===== src/rtl/instruction_fetch.sv =====
// rtl/instruction_fetch.sv - fetch stage: PC, single-outstanding imem read, valid/ready hand-off to control unit
module instruction_fetch #(
    parameter int                ADDR_W   = 21,
    parameter logic [ADDR_W-1:0] RESET_PC = '0
) (
    input  logic              clock,
    input  logic              reset,
    output logic              imem_req,
    output logic [ADDR_W-1:0] imem_addr,
    input  logic              imem_rvalid,
    input  logic [31:0]       imem_rdata,
    output logic [31:0]       instr,
    output logic              instr_valid,
    input  logic              instr_ready,
    input  logic [2:0]        pc_control,
    input  logic [ADDR_W-1:0] target,
    input  logic              cond,
    output logic [ADDR_W-1:0] pc,
    output logic              halted
);

    typedef enum logic [1:0] {
        ST_FETCH   = 2'd0,
        ST_WAIT    = 2'd1,
        ST_PRESENT = 2'd2,
        ST_HALT    = 2'd3
    } state_t;

    localparam logic [2:0] PCC_SEQ    = 3'd0;
    localparam logic [2:0] PCC_JUMP   = 3'd1;
    localparam logic [2:0] PCC_BRANCH = 3'd2;
    localparam logic [2:0] PCC_HALT   = 3'd3;

    state_t            state_q, state_d;
    logic [ADDR_W-1:0] pc_q, pc_d;
    logic [31:0]       instr_q, instr_d;
    logic              instr_valid_q, instr_valid_d;

    logic [ADDR_W-1:0] pc_plus1;
    logic [ADDR_W-1:0] next_pc;
    logic              handshake;

    // pc+1 wraps naturally at ADDR_W bits; the top address rolls to 0 silently
    assign pc_plus1  = pc_q + {{(ADDR_W-1){1'b0}}, 1'b1};
    assign handshake = instr_valid_q && instr_ready;

    // Next-PC select from the control unit's decode of the presented word
    always_comb begin
        next_pc = pc_plus1;
        case (pc_control)
            PCC_SEQ:    next_pc = pc_plus1;
            PCC_JUMP:   next_pc = target;
            PCC_BRANCH: next_pc = cond ? target : pc_plus1;
            PCC_HALT:   next_pc = pc_q;
            default:    next_pc = pc_plus1;
        endcase
    end

    // Fetch FSM next-state: one request, wait for data, present, then advance or halt
    always_comb begin
        state_d       = state_q;
        pc_d          = pc_q;
        instr_d       = instr_q;
        instr_valid_d = instr_valid_q;
        case (state_q)
            ST_FETCH: begin
                state_d = ST_WAIT;
            end
            ST_WAIT: begin
                // Only a response seen here is accepted; stray rvalid elsewhere is dropped
                if (imem_rvalid) begin
                    instr_d       = imem_rdata;
                    instr_valid_d = 1'b1;
                    state_d       = ST_PRESENT;
                end
            end
            ST_PRESENT: begin
                if (handshake) begin
                    instr_valid_d = 1'b0;
                    pc_d          = next_pc;
                    state_d       = (pc_control == PCC_HALT) ? ST_HALT : ST_FETCH;
                end
            end
            ST_HALT: begin
                instr_valid_d = 1'b0;
            end
            default: begin
                state_d       = ST_FETCH;
                instr_valid_d = 1'b0;
            end
        endcase
    end

    // State registers; reset overrides any handshake or response in the same cycle
    always_ff @(posedge clock) begin
        if (reset) begin
            state_q       <= ST_FETCH;
            pc_q          <= RESET_PC;
            instr_q       <= 32'd0;
            instr_valid_q <= 1'b0;
        end else begin
            state_q       <= state_d;
            pc_q          <= pc_d;
            instr_q       <= instr_d;
            instr_valid_q <= instr_valid_d;
        end
    end

    // The request is a one-cycle pulse tied to FETCH; held low while reset is asserted
    assign imem_req    = (state_q == ST_FETCH) && !reset;
    assign imem_addr   = pc_q;
    assign instr       = instr_q;
    assign instr_valid = instr_valid_q;
    assign pc          = pc_q;
    assign halted      = (state_q == ST_HALT);

endmodule

===== config.mk =====
export PLATFORM = sky130hd
export DESIGN_NAME = instruction_fetch
export DESIGN_NICKNAME = d
export VERILOG_FILES = /design/src/rtl/instruction_fetch.sv
export SDC_FILE = /design/constraint.sdc
export NUM_CORES = 1
export LEC_CHECK = 0
export ABC_AREA = 1
export CAP_MARGIN = 15
export CORE_ASPECT_RATIO = 1.1
export CORE_MARGIN = 4
export CORE_UTILIZATION = 55
export DETAILED_ROUTE_END_ITERATION = 8
export DONT_BUFFER_PORTS = 1
export GPL_TIMING_DRIVEN = 0
export HOLD_SLACK_MARGIN = 0.05
export PLACE_DENSITY = 0.7
export SYNTH_ARGS = -nofsm -noshare
export SYNTH_HDL_FRONTEND = slang
export SYNTH_SLANG_ARGS = --single-unit

===== constraint.sdc =====
create_clock -name clock -period 1.9 [get_ports clock]
set_clock_uncertainty 0.15 [all_clocks]
set_input_delay 0.38 -clock clock [delete_from_list [all_inputs] [get_ports clock]]
set_output_delay 0.38 -clock clock [all_outputs]
set_load 0.005 [all_outputs]

==> flow_metrics.env <==
export IMPL_worst_pin_slew_ns=0.470
export IMPL_max_cap_viol_count=0
export IMPL_use_met3=0.0665
export IMPL_core_rowCount=27
export IMPL_cts_sinks=56
export IMPL_min_from="target[20]"
export IMPL_port_buffers=0
export IMPL_outcome="complete, no violations"
export IMPL_fin_util=0.624
export IMPL_start_util=0.578
export IMPL_path_class="flip-flop to flip-flop"
export IMPL_num_antenna_cells=0
export IMPL_r2r_slack_ns=0.15
export IMPL_met2_usage=0.412
export IMPL_reg2regPathDepth=9
export IMPL_hold_path_class="input pin to flip-flop"
export IMPL_synth_edf_count=0
export IMPL_hold_end="imem_addr[20]$_SDFFE_PP0P_"
export IMPL_slew_viol_final=0
export IMPL_ys_flop_type="dfxtp_1"
export IMPL_yosys_warnings=0
export IMPL_internal_power_mw=1.91
export IMPL_peakVddDrop_v=0.000635
export IMPL_worst_r2r_endpoint="imem_addr[14]$_SDFFE_PP0P_"
export IMPL_rsz0062_at_grt="no"
export IMPL_crit_path_max_fanout=5
export IMPL_pwr_share_clk=0.236
export IMPL_power_frac_seq=0.546
export IMPL_drive_gt1_frac=0.142
export IMPL_core_area_um2=5100
export IMPL_ctsRootBufferMaster="clkbuf_8"
export IMPL_globalplace_congestion=0.848
export IMPL_powerDensity_nw_per_um2=914
export IMPL_worstSetupStartpointType="flip-flop"
export IMPL_p_leak_nw=1.29
export IMPL_wl_per_cell_um=14.4
export IMPL_io_pins=138
export IMPL_dieWidth_um=77.8
export IMPL_crit_required_ns=2.00
export IMPL_hold_viol_final=0
export IMPL_globalRouteMet1Util=0.228
export IMPL_fp_dieH_um=84.8
export IMPL_synthesis_nets=493
export IMPL_syn_area_per_cell_um2=6.92
export IMPL_power_share_combinational=0.218
export IMPL_async_flop_share=0
export IMPL_r2r_start="imem_addr[1]$_SDFFE_PP0P_"
export IMPL_cts_max_path_buffers=2
export IMPL_drc_errors=0
export IMPL_register_area_um2=1120
export IMPL_layout_commonest_cell="nor2_1"
export IMPL_fmax_mhz=571
export IMPL_num_nets_final=503
export IMPL_cts_tree="yes"
export IMPL_slew_headroom=0.687
export IMPL_drtAntennaViolNets=0
export IMPL_seq_area_frac_synth=0.380
export IMPL_min_path_cells=2
export IMPL_fill_cells=507
export IMPL_arrival_ns=1.85
export IMPL_ys_types=33
export IMPL_power_switching_share=0.342
export IMPL_dr_pass1_iters=4
export IMPL_fin_tns_setup_ns=0
export IMPL_p_switching_mw=0.994
export IMPL_clock_latency_ns=0.30
export IMPL_synth_cells=426
export IMPL_synth_seq_cells=56
export IMPL_grt_pass1_vias=2591
export IMPL_multi_input_comb_area_um2=1480
export IMPL_syn2layout_area_growth_pct=7.94
export IMPL_top_usage_layer="met2"
export IMPL_grtUsageTotal=0.215
export IMPL_end_kind="flip-flop"
export IMPL_antenna_found_initial=0
export IMPL_setup_viol=0
export IMPL_layout_min_cycle_time_ns=1.75
export IMPL_num_vias=2673
export IMPL_post_drt_via_cell_ratio=5.25
export IMPL_grt_pass1_wl_mm=11.7
export IMPL_die_area_um2=6600
export IMPL_wirelength_mm=7.33
export IMPL_clkTransAtPathRegs_ns=0.11
export IMPL_syn_area_um2=2950
export IMPL_htree_levels=2
export IMPL_grt_start_max_net_pins=20
export IMPL_fin_crit_sh=0.922
export IMPL_final_cell_mix="89 x nor2_1, 66 x nand2_1, 55 x o21ai_0, 55 x dfxtp_1, 27 x a21oi_1"
export IMPL_hpwl_mm=5.63
export IMPL_numCtsBuffers=5
export IMPL_overflow=0
export IMPL_drt_iter0_drc=81
routing by layer:
metal | up-vias | share of wire
met1 | 1208 | 0.40
met2 | 81 | 0.52
met3 | 4 | 0.077
met5 | - | 0
li1 | 1380 | -
met4 | 0 | 0.0067
worst max-delay path, stage by stage, from the launching register on:
cell and delay, ns:
dfxtp_1 0.44, ha_1 0.20, nand2_1 0.10, nor2_4 0.17
nand2_2 0.12, nor2_1 0.17, nand2_1 0.08, nand2_1 0.06
nand3_1 0.08, a21oi_1 0.12
repair_timing:
action / CTS / global route
hold buffers: 1 / 0
buffers inserted: 2 / 0
hold endpoints to repair: 4 / 0
setup endpoints to repair: 10 / 7
gates resized for setup: 0 / 3
pin swaps: 1 / 0
cells in the mapped netlist (3+ instances only):
cell type | instances | share of area
buf_6 | 3 | 0.011
inv_1 | 26 | 0.033
a21oi_2 | 8 | 0.024
nand3_1 | 23 | 0.039
dfxtp_1 | 56 | 0.38
o21ai_0 | 55 | 0.093
nand2_2 | 3 | 0.0064
a21oi_1 | 27 | 0.046
nor2_1 | 89 | 0.11
nand2_1 | 66 | 0.084
ha_1 | 6 | 0.025
nor2_2 | 5 | 0.011
clkbuf_1 | 10 | 0.013
buf_4 | 21 | 0.053
buf_2 | 3 | 0.0051
logic make-up after synthesis:
group,synth area share
DFF,0.380
xor gates and xnor gates,0.0119
adders and majority gates,0.0255
buffers and inverters,0.122
AOI/OAI and AO/OA,0.178
and+or+nand+nor,0.282
registers in the layout, summed over array words and instances, names as in the netlist:
signal / count
imem_addr: 21
instr: 32
instr_valid: 1
state_q: 2
power by group through the flow:
stage / registers, mW / logic [mW] / clock network, mW
after floorplan: 1.56 / 0.525 / 0
after global placement: 1.61 / 0.611 / 0
after detailed placement: 1.62 / 0.632 / 0
after CTS: 1.59 / 0.637 / 0.702
after global routing: 1.62 / 0.746 / 0.752
final: 1.59 / 0.634 / 0.686
through the flow:
step / power [mW] / hold slack, ns / instances / setup WS, ns / cell area, um^2
after CTS: 2.93 / 0.0593 / 509 / 0.0760 / 3170
final: 2.91 / 0.0684 / 509 / 0.148 / 3180
after global routing: 3.12 / 0.0689 / 509 / 0.00227 / 3180
after floorplan: 2.08 / 0.299 / 426 / 0.220 / 2950
after global placement: 2.22 / 0.302 / 498 / -0.00172 / 3040
after detailed placement: 2.25 / 0.305 / 498 / -0.00550 / 3040
how the worst max path moves through the flow:
stage	startpoint	endpoint	slack, ns
2_1_floorplan	state_q[0]$_SDFFE_PP0P_	imem_addr[3]$_SDFFE_PP0P_	0.22
3_3_place_gp	state_q[0]$_SDFFE_PP0P_	imem_addr[17]$_SDFFE_PP0P_	-0.002
3_5_place_dp	state_q[0]$_SDFFE_PP0P_	imem_addr[18]$_SDFFE_PP0P_	-0.005
4_1_cts	imem_addr[0]$_SDFFE_PP0P_	imem_addr[16]$_SDFFE_PP0P_	0.08
5_1_grt	imem_addr[1]$_SDFFE_PP0P_	imem_addr[16]$_SDFFE_PP0P_	0.002
6_report	imem_addr[1]$_SDFFE_PP0P_	imem_addr[14]$_SDFFE_PP0P_	0.15
final cells by class:
class | count | area share
Timing Repair Buffer | 3 | 0.0118
Sequential cell | 56 | 0.353
Inverter | 29 | 0.0350
Clock buffer | 5 | 0.0216
Tap cell | 72 | 0.0283
Buffer | 38 | 0.0779
Multi-Input combinational cell | 303 | 0.464
Clock inverter | 3 | 0.00826
(Power assumes the default switching activity.)
